[src/rtl/rs_pkg.sv]
// Shared reservation-station sizing and types, used by the allocation tracker
// and the issue selector.
package rs_pkg;

  localparam int RS_SIZE  = 4;
  localparam int RS_IDX_W = $clog2(RS_SIZE);
  localparam int RS_AGE_W = 2;

  typedef logic [RS_AGE_W-1:0] age_t;
  typedef logic [RS_IDX_W-1:0] rs_idx_t;

endpackage

[src/rtl/rs_free_pick.sv]
// Lowest-index free-entry finder: find-first-set over the inverted busy vector,
// giving a one-hot strobe, a binary index and a found flag.
module rs_free_pick #(
  parameter int SIZE  = 4,
  parameter int IDX_W = 2
) (
  input  logic [SIZE-1:0]  busy_i,
  output logic [SIZE-1:0]  sel_o,
  output logic [IDX_W-1:0] idx_o,
  output logic             found_o
);

  // Scan from the top down so the lowest free index is the last one written.
  always_comb begin
    sel_o   = '0;
    idx_o   = '0;
    found_o = 1'b0;
    for (int i = SIZE - 1; i >= 0; i--) begin
      if (!busy_i[i]) begin
        sel_o    = '0;
        sel_o[i] = 1'b1;
        idx_o    = IDX_W'(i);
        found_o  = 1'b1;
      end else begin
        found_o = found_o;
      end
    end
  end

endmodule

[src/rtl/rs_alloc_tracker.sv]
// Reservation-station allocation tracker: accepts dispatched instructions, picks a
// free entry, keeps per-entry saturating ages and frees entries on issue grants.
module rs_alloc_tracker
  import rs_pkg::*;
#(
  parameter int SIZE  = RS_SIZE,
  parameter int IDX_W = RS_IDX_W,
  parameter int AGE_W = RS_AGE_W
) (
  input  logic                  clk_i,
  input  logic                  reset_ni,
  input  logic                  flush_i,
  input  logic                  dispatch_valid_i,
  output logic                  dispatch_ready_o,
  output logic [SIZE-1:0]       alloc_sel_o,
  output logic [IDX_W-1:0]      alloc_idx_o,
  output logic                  allocate_o,
  input  logic [SIZE-1:0]       issue_sel_i,
  output logic [SIZE-1:0]       entry_free_o,
  output logic [SIZE*AGE_W-1:0] age_o,
  output logic [IDX_W:0]        count_o,
  output logic                  full_o,
  output logic                  empty_o,
  output logic                  err_o
);

  localparam logic [AGE_W-1:0] AGE_MAX = {AGE_W{1'b1}};
  localparam logic [AGE_W-1:0] AGE_ONE = AGE_W'(1);

  logic [AGE_W-1:0] age_q [SIZE];
  logic [AGE_W-1:0] age_d [SIZE];
  logic [IDX_W:0]   count_q, count_d;
  logic             allocate_q, allocate_d;
  logic             err_q, err_d;

  logic [SIZE-1:0]  busy_s;
  logic [SIZE-1:0]  release_s;
  logic [SIZE-1:0]  pick_sel_s;
  logic [IDX_W-1:0] pick_idx_s;
  logic             pick_found_s;
  logic             accept_s;
  logic             bad_release_s;
  logic [IDX_W:0]   rel_cnt_s;

  // An entry is busy exactly when its age is non-zero.
  always_comb begin
    busy_s = '0;
    for (int i = 0; i < SIZE; i++) begin
      busy_s[i] = (age_q[i] != '0);
    end
  end

  rs_free_pick #(
    .SIZE  (SIZE),
    .IDX_W (IDX_W)
  ) u_free_pick (
    .busy_i  (busy_s),
    .sel_o   (pick_sel_s),
    .idx_o   (pick_idx_s),
    .found_o (pick_found_s)
  );

  // Handshake and payload strobe; pick uses registered busy so same-cycle releases are not reused.
  always_comb begin
    full_o           = (count_q == (IDX_W+1)'(SIZE));
    empty_o          = (count_q == '0);
    dispatch_ready_o = reset_ni & ~full_o & ~flush_i & pick_found_s;
    accept_s         = dispatch_valid_i & dispatch_ready_o;
    if (accept_s) begin
      alloc_sel_o = pick_sel_s;
      alloc_idx_o = pick_idx_s;
    end else begin
      alloc_sel_o = '0;
      alloc_idx_o = '0;
    end
  end

  // Next-state for ages, occupancy count and sticky error; flush overrides everything but err.
  always_comb begin
    release_s     = issue_sel_i & busy_s;
    bad_release_s = |(issue_sel_i & ~busy_s);
    rel_cnt_s     = '0;
    for (int i = 0; i < SIZE; i++) begin
      rel_cnt_s = rel_cnt_s + {{IDX_W{1'b0}}, release_s[i]};
    end
    for (int i = 0; i < SIZE; i++) begin
      age_d[i] = age_q[i];
    end
    count_d    = count_q;
    allocate_d = 1'b0;
    err_d      = err_q;
    if (flush_i) begin
      for (int i = 0; i < SIZE; i++) begin
        age_d[i] = '0;
      end
      count_d = '0;
    end else begin
      for (int i = 0; i < SIZE; i++) begin
        if (release_s[i]) begin
          age_d[i] = '0;
        end else if (accept_s && pick_sel_s[i]) begin
          age_d[i] = AGE_ONE;
        end else if (accept_s && busy_s[i] && (age_q[i] != AGE_MAX)) begin
          age_d[i] = age_q[i] + AGE_ONE;
        end else begin
          age_d[i] = age_q[i];
        end
      end
      count_d    = count_q + {{IDX_W{1'b0}}, accept_s} - rel_cnt_s;
      allocate_d = accept_s;
      err_d      = err_q | bad_release_s;
    end
  end

  // State registers.
  always_ff @(posedge clk_i or negedge reset_ni) begin
    if (!reset_ni) begin
      for (int i = 0; i < SIZE; i++) begin
        age_q[i] <= '0;
      end
      count_q    <= '0;
      allocate_q <= 1'b0;
      err_q      <= 1'b0;
    end else begin
      for (int i = 0; i < SIZE; i++) begin
        age_q[i] <= age_d[i];
      end
      count_q    <= count_d;
      allocate_q <= allocate_d;
      err_q      <= err_d;
    end
  end

  // Output view of the registered state.
  always_comb begin
    age_o = '0;
    for (int i = 0; i < SIZE; i++) begin
      age_o[i*AGE_W +: AGE_W] = age_q[i];
    end
    entry_free_o = ~busy_s;
    count_o      = count_q;
    allocate_o   = allocate_q;
    err_o        = err_q;
  end

endmodule
[config.mk]
export PLATFORM = sky130hd
export DESIGN_NAME = rs_alloc_tracker
export DESIGN_NICKNAME = d
export VERILOG_FILES = /design/src/rtl/rs_pkg.sv /design/src/rtl/rs_free_pick.sv /design/src/rtl/rs_alloc_tracker.sv
export SDC_FILE = /design/constraint.sdc
export NUM_CORES = 1
export LEC_CHECK = 0
export CORE_UTILIZATION = 28
export DETAILED_ROUTE_END_ITERATION = 12
export DONT_BUFFER_PORTS = 1
export GPL_TIMING_DRIVEN = 1
export SKIP_CTS_REPAIR_TIMING = 1
export SLEW_MARGIN = 15
export SYNTH_ARGS = -nofsm -noshare
export SYNTH_HDL_FRONTEND = slang
export SYNTH_HIERARCHICAL = 1
export SYNTH_SLANG_ARGS = --single-unit
[constraint.sdc]
create_clock -name clk_i -period 2.6 [get_ports clk_i]
set_input_delay 0.52 -clock clk_i [delete_from_list [all_inputs] [get_ports clk_i]]
set_output_delay 0.52 -clock clk_i [all_outputs]
set_load 0.02 [all_outputs]
# After elaboration in Yosys (flattened, before gate mapping)
# Index checks and enable logic that the tools add are counted.
[word_totals]
ff_bits = 13
latch_bits = 0
ramBits = 0
mem_bits_ro = 0
inputBits = 8
output_inout_bits = 26
elab_cells = 82
mem_count = 0
[classes]
add_sub_neg = 9
mul = 0
div_mod_pow = 0
n_lt_le_gt_ge = 0
eq_ne = 5
n_shift = 0
muxes = 29
n_bitwise = 10
reduce_logical = 22
[op_table]
columns = ["op", "n"]
rows = [
  ["$mux W2", 17],
  ["$mux W4", 5],
  ["$reduce_bool A4 Y1", 4],
  ["$logic_and A1 B1 Y1", 12],
  ["$add A2 B1 Y2 const B", 4],
  ["$and A4 B4 Y4", 2],
  ["$mux W8", 1],
  ["$ne A2 B2 Y1 const B", 4],
  ["$reduce_bool A2 Y1", 4],
  ["$add A3 B1 Y3", 2],
  ["$mux W1", 5],
  ["$and A1 B1 Y1", 4],
  ["$not A4 Y4", 1],
  ["$reduce_or A4 Y1", 1],
  ["$add A2 B1 Y3", 1],
  ["$eq A3 B3 Y1 const B", 1],
  ["$logic_not A3 Y1", 1],
  ["$mux W3", 1],
  ["$sub A3 B3 Y3", 1],
  ["$add A1 B1 Y2", 1],
  ["$not A1 Y1", 2],
  ["$or A1 B1 Y1", 1],
]

# Longest topological paths before layout
# Gate-level depths: netlist (run 1).
[depth]
word_depth = 13
depth_mapped = 13
depth_no_buf = 13

# By module
# The synthesis (run 1) kept the hierarchy.
[modules_own_cells]
columns = ["mod", "n_inst", "cells_per_inst", "area_per_inst_um2"]
rows = [
  ["rs_alloc_tracker", 1, 113, 1109.8],
  ["rs_free_pick", 1, 9, 47.5],
]

# Worst setup path before layout (run 1)
# Ideal clock, no wire load.
[synth_path]
path_kind = "reg2reg"
start = "register age_q, in the netlist age_o[2]"
end = "register count_q[2], in the netlist count_o[2]"
setup_time_ns = 0.132
arrival_ns = 2.893
t_required_ns = 2.468
setup_slack_ns = -0.425
stages_incl_launch_ff = 14
period_less_slack_ns = 3.025
path_cell_list = "dfrtp_1 > inv_1 > ha_1 > inv_1 > nand4_1 > nand4b_1 > nor2_4 > fa_1 > ha_1 > inv_1 > fa_1 > xnor2_1 > xnor2_1 > nor2_1"
[synth_between]
elab_chain_len = 8
[synth_rtl]
columns = ["item", "line", "source"]
rows = [
  ["start, declared", "rs_alloc_tracker.sv:30", "logic [AGE_W-1:0] age_q [SIZE];"],
  ["start signal, assigned by index", "rs_alloc_tracker.sv:126", "age_q[i] <= age_d[i];"],
  ["$reduce_bool A2 Y1", "rs_alloc_tracker.sv:49", "busy_s[i] = (age_q[i] != '0);"],
  ["named net busy_s[1]", "rs_alloc_tracker.sv:36", "logic [SIZE-1:0] busy_s;"],
  ["$mux W1 (2 in series)", "rs_free_pick.sv:19", "if (!busy_i[i]) begin"],
  ["named net pick_found_s", "rs_alloc_tracker.sv:40", "logic pick_found_s;"],
  ["$and A1 B1 Y1", "rs_alloc_tracker.sv:67", "dispatch_ready_o = reset_ni & ~full_o & ~flush_i & pick_found_s;"],
  ["$and A1 B1 Y1", "rs_alloc_tracker.sv:68", "accept_s = dispatch_valid_i & dispatch_ready_o;"],
  ["$add A3 B1 Y3", "rs_alloc_tracker.sv:109", "count_d = count_q + {{IDX_W{1'b0}}, accept_s} - rel_cnt_s;"],
  ["$sub A3 B3 Y3", "rs_alloc_tracker.sv:109", ""],
  ["$mux W3", "rs_alloc_tracker.sv:92", "if (flush_i) begin"],
  ["named net count_d[2]", "rs_alloc_tracker.sv:32", "logic [IDX_W:0] count_q, count_d;"],
  ["end signal, assigned", "rs_alloc_tracker.sv:128", "count_q <= count_d;"],
  ["end, declared", "rs_alloc_tracker.sv:32", ""],
]
# The timed path passes the listed nets, and every way through them passes these cells.
# A chain may end at the register's enable or synchronous reset.

# Final worst setup path (run 1)
[layout_path]
start = "register age_q, in the netlist age_o[4]"
end = "register count_q[2], in the netlist count_o[2]"
[layout_between]
elab_chain_len = 9
[layout_rtl]
columns = ["item", "line"]
rows = [
  ["$reduce_bool A2 Y1", "rs_alloc_tracker.sv:49"],
  ["named net busy_s[2]", "rs_alloc_tracker.sv:36"],
  ["$mux W1 (3 in series)", "rs_free_pick.sv:19"],
  ["named net pick_found_s", "rs_alloc_tracker.sv:40"],
  ["$and A1 B1 Y1", "rs_alloc_tracker.sv:67"],
  ["$and A1 B1 Y1", "rs_alloc_tracker.sv:68"],
  ["$add A3 B1 Y3", "rs_alloc_tracker.sv:109"],
  ["$sub A3 B3 Y3", "rs_alloc_tracker.sv:109"],
  ["$mux W3", "rs_alloc_tracker.sv:92"],
  ["named net count_d[2]", "rs_alloc_tracker.sv:32"],
]
# The timed path passes the listed nets, and every way through them passes these cells.

==> metrics.cfg, run 1 <==
[place]
io_buffers = 0
gp_congestion = 0.837
hpwl_um = 2340
post-place-ws_ns = 0.0506
dp_cells = 190

[worst_hold_path]
worstHoldPathType = in -> reg

[timing]
setup_violations = 0
max_clock_freq_mhz = 396
rsz0062_at_grt = yes
fin_ws_ns = 0.0757
period_share_pct = 97.1
fin_skew_ns = 0.00121
hold_viol = 0
relSlewSlack_pct = 57.1
layout_min_cycle_time_ns = 2.52
maxSlewViolCount = 0
tightest_slew_ns = 0.641

[detailed_routing]
drc = 0
vias_per_cell = 5.09
ant_nets = 0
first_pass_iters = 4
wl_per_cell_um = 15.2
drt-initial-drc-count = 43
via_count = 1003
drt_wl_total_um = 3000

[floorplan]
chipHeight_um = 66.3
core_mm2 = 0.00397
dieArea_mm2 = 0.00439
rows = 23
initial_core_util_pct = 29.1
io_pins = 34
die_x_um = 66.3

[global_route]
grt_use_total_pct = 15.0
grt_pass1_vias = 997
grt_max_degree = 17
antenna_found_initial = 0
grt_pass1_wl_um = 4860
grt_overflow = 0

[final_layout]
num-fill-cells = 408
drive_gt1_share_pct = 49.0
regArea_um2 = 335
nets = 169
multi_input_area_um2 = 779
area_growth_pct = 29.7
final_cells = 197
diodes = 0

[synthesis]
yosysTopAreaCell = dfrtp_1
netlist_top_cells_area = dfrtp_1 (28%), ha_1 (11%), inv_1 (5.8%)
synth_edf_count = 0
synth_top_area_share_pct = 28.1
yosysUniqueCellTypes = 39
async_reset_ff_share_pct = 100
synth-seq-cells = 13
syn-instance-count = 122
synth.net_count = 143
synthesis.area_mm2 = 0.00116
ys_seq_area_share_pct = 28.1
yosysWarnings = 6
syn_avg_cell_area_um2 = 9.49
yosysMostFrequentCell = inv_1
synth_common_cells = inv_1 (18), dfrtp_1 (13), ha_1 (10), nor2_1 (10), and3_1 (6)
synthFlopType = dfrtp_1

[clock_network]
htreeDepth = 1
clkTransAtPathRegs_ns = 0.06
cts_buffers = 3
cts_tree = built
clock-root-buffer = clkbuf_8
ctsLongestPathBuffers = 2
cts_sinks = 13
clk_latency_ns = 0.24

[setup_path]
crit_path_max_fanout = 4
critPathKind = reg -> reg
cp-start-kind = register
cp.required_ns = 2.74
critPathCaptureType = register
cp.arrival_ns = 2.66

[pwr]
power.leakage_uw = 0.000659
p_switching_uw = 292
combPwrFrac_pct = 45.2
p_per_area_mw_per_mm2 = 505
vdd_drop_max_v = 0.000401
p_sw_share_pct = 38.4
p_int_uw = 467
p_seq_share_pct = 30.6
pwr-share-clk_pct = 24.2

[job]
drv_cap = 0

[status]
status = complete, no violations

==> state kept, by name, indices dropped and copies added (netlist names) <==
name and count:
err_o 1, allocate_o 1, count_o 3, age_o 8
==> logic make-up after synthesis <==
logic type / share of synthesized area (%)
DFF: 28.1
adders and majority gates: 16.0
xor gates and xnor gates: 2.27
and+or+nand+nor: 23.2
buffers and inverters: 10.2
AOI/OAI and AO/OA: 20.2
==> power groups by stage <==
stage,registers [uW],logic [uW],clock network [uW]
floorplan,269,246,0
global placement,235,336,0
detailed placement,235,341,0
CTS,232,342,194
global route,234,379,200
finish,232,343,184
==> through the flow <==
stage / instance area [um2] / total power, uW / setup TNS (ns) / hold slack (ns) / utilization [%]
floorplan: 1230 / 515 / -0.0316 / 0.224 / -
global placement: 1430 / 571 / 0 / 0.225 / 35.9
detailed placement: 1430 / 577 / 0 / 0.225 / 35.9
CTS: 1470 / 768 / 0 / -0.0417 / 37.1
global route: 1500 / 813 / -0.0866 / 0.327 / 37.8
finish: 1500 / 759 / 0 / 0.337 / 37.8
==> routing by layer <==
metal | GRT usage (%) | wire length, um
met2 | 25.1 | 1500
met3 | 5.86 | 244
met4 | 3.19 | 19
met5 | 0 | 0
met1 | 17.9 | 1240
==> layout make-up <==
type                    instances  share of cell area [%]
clock buffers                   4                    3.00
multi-input cells              86                    51.9
flip-flops and latches         13                    22.3
inverters                      19                    5.92
well taps                      50                    4.17
repair buffers                 25                    12.7
==> critical path, stage by stage (launching register included) <==
cell and delay, ns:
dfrtp_2 0.36, inv_2 0.06, ha_4 0.17, inv_2 0.07
nand4_1 0.12, nand4b_1 0.21, nor2_4 0.06, fa_1 0.48
ha_1 0.14, inv_1 0.05, fa_2 0.34, xnor2_2 0.15
xnor2_1 0.13, nor2_1 0.05
==> path summary, 6_finish.rpt <==
kind / depth (start not counted) / end / slack [ns] / startpoint
setup / recovery: 13 / count_o[2] / 0.08 / age_o[4]
setup reg to reg: 13 / count_o[2] / 0.08 / age_o[4]
hold / removal: 1 / count_o[1] / 0.34 / flush_i
min in group asynchronous: 1 / allocate_o / 0.74 / reset_ni
max in group asynchronous: 1 / age_o[0] / 1.41 / reset_ni
hold reg to reg: 2 / age_o[6] / 0.59 / age_o[6]
==> cell usage in the layout, fill, tap and decap left out, types with 3 or more instances in the layout <==
cell type	n
a21oi_1	3
and3_1	6
buf_4	24
clkbuf_8	3
dfrtp_1	5
dfrtp_2	8
ha_1	6
ha_4	4
inv_1	6
inv_2	10
nand2_1	3
nor2_1	10
nor3_1	4
nor4b_1	4
o21bai_1	3
(Power assumes the default switching activity.)
==> inputs of run 2 (changes only) <==
CORE_MARGIN = 4   (was default)
==> metrics.cfg, run 2 (synthesized netlist as in run 1, its figures left out) <==
[setup_path]
cp.arrival_ns = 2.67  ; about the same
critPathKind = reg -> reg
reg2reg_depth = 13  ; unchanged
cp.required_ns = 2.74  ; about the same
crit_path_max_fanout = 4  ; unchanged
critPathCaptureType = register
cp-start-kind = register

[global_route]
grt_pass1_vias = 1122  ; +13%
grt_overflow = 0  ; unchanged
grt_pass1_wl_um = 5200  ; +6.9%
antenna_found_initial = 0  ; unchanged
grt_max_degree = 17  ; unchanged
grt_use_total_pct = 12.9  ; -2.1 points

[final_layout]
final_cells = 196  ; -0.51%
multi_input_area_um2 = 774  ; -0.64%
regArea_um2 = 335  ; unchanged
final_util_pct = 37.2  ; -0.58 points
layout_common_cells = buf_4 (23), inv_2 (10), nor2_1 (10)
diodes = 0  ; unchanged
area_growth_pct = 28.6
largest_reg_flops = 8  ; unchanged
nets = 168  ; -0.59%
num-fill-cells = 411  ; +0.74%
mostFrequentLayoutCell = buf_4
drive_gt1_share_pct = 47.3  ; -1.7 points

[place]
dp_cells = 190  ; unchanged
io_buffers = 0  ; unchanged
hpwl_um = 2510  ; +7.3%
gp_congestion = 0.847  ; +1.2%

[clock_network]
cts_buffers = 3  ; unchanged
clock-root-buffer = clkbuf_8
ctsLongestPathBuffers = 2  ; unchanged
clk_latency_ns = 0.25  ; about the same
cts_sinks = 13  ; unchanged
clkTransAtPathRegs_ns = 0.06  ; about the same
htreeDepth = 1  ; unchanged
cts_tree = built

[job]
drv_cap = 0  ; unchanged

[timing]
setup_violations = 0  ; unchanged
tns_ns = 0  ; unchanged
hold_ws_ns = 0.330  ; -0.00688 ns
layout_min_cycle_time_ns = 2.54  ; +0.0131 ns
maxSlewViolCount = 0  ; unchanged
rsz0062_at_grt = yes
hold_viol = 0  ; unchanged
period_share_pct = 97.6  ; +0.51 points
max_clock_freq_mhz = 394  ; -0.52%
tightest_slew_ns = 0.650  ; +0.00898 ns
relSlewSlack_pct = 56.5  ; -0.60 points
fin_skew_ns = 0.000939  ; -0.000273 ns

[floorplan]
initial_core_util_pct = 28.9  ; -0.21 points
chipHeight_um = 72.3  ; +9.1%
die_x_um = 72.3  ; +9.1%
io_pins = 34  ; unchanged
core_mm2 = 0.00400  ; +0.72%
rows = 23  ; unchanged
dieArea_mm2 = 0.00523  ; +19%

[detailed_routing]
drc = 0  ; unchanged
vias_per_cell = 5.26  ; +3.2%
ant_nets = 0  ; unchanged
via_count = 1030  ; +2.7%
wl_per_cell_um = 16.5  ; +8.1%
drt_wl_total_um = 3230  ; +7.5%
first_pass_iters = 4  ; unchanged
drt-initial-drc-count = 31  ; -28%

[worst_hold_path]
worstHoldPathType = in -> reg
hold_depth = 1  ; unchanged

[pwr]
vdd_drop_max_v = 0.000546  ; +36%
power.leakage_uw = 0.000652  ; -1.1%
p_per_area_mw_per_mm2 = 515  ; +2.0%

[status]
status = complete, no violations

## run 2: layout make-up
class | instances | share of cell area [%]
Tap cell | 50 | 4.20
Inverter | 19 | 5.97
Clock buffer | 4 | 3.03
Sequential cell | 13 | 22.5
Multi-Input combinational cell | 86 | 52.0
Timing Repair Buffer | 24 | 12.3
## run 2: stage by stage
step	power [uW]	instance area, um2	worst slack (ns)
after floorplan	515	1230	-0.0316
after global placement	572	1430	0.124
after detailed placement	580	1430	0.0521
after CTS	775	1470	0.0226
after global routing	819	1490	-0.0646
final	767	1490	0.0626
## run 2: critical path: stages (launching register included)
cell	delay, ns
dfrtp_2	0.37
inv_2	0.06
ha_4	0.18
inv_2	0.06
nand4_1	0.14
nand4b_1	0.20
nor2_4	0.06
fa_1	0.48
ha_1	0.14
inv_1	0.05
fa_2	0.35
xnor2_2	0.14
xnor2_1	0.14
nor2_1	0.06
## run 2: final timing paths
check | start | endpoint | slack, ns
worst max-delay path | age_o[6] | count_o[2] | 0.06
worst min-delay path | flush_i | count_o[0] | 0.33
worst max register to register | age_o[6] | count_o[2] | 0.06
worst min register to register | age_o[6] | age_o[6] | 0.59
max in group asynchronous | reset_ni | age_o[1] | 1.40
min in group asynchronous | reset_ni | allocate_o | 0.74
## run 2: layer usage
metal  global-route usage, %  share of wire, %  vias up
met5                       0                 0        -
met4                    5.43               1.7        0
met3                    4.29               8.7        9
met2                    22.0                48       40
met1                    14.5                42      497
li1                        -                 -      484
## run 2: where the power goes
| part | internal, uW | switching, uW | total, uW |
|---|---|---|---|
| clock network | 109 | 80.4 | 189 |
| registers | 221 | 11.4 | 233 |
| logic | 137 | 209 | 346 |
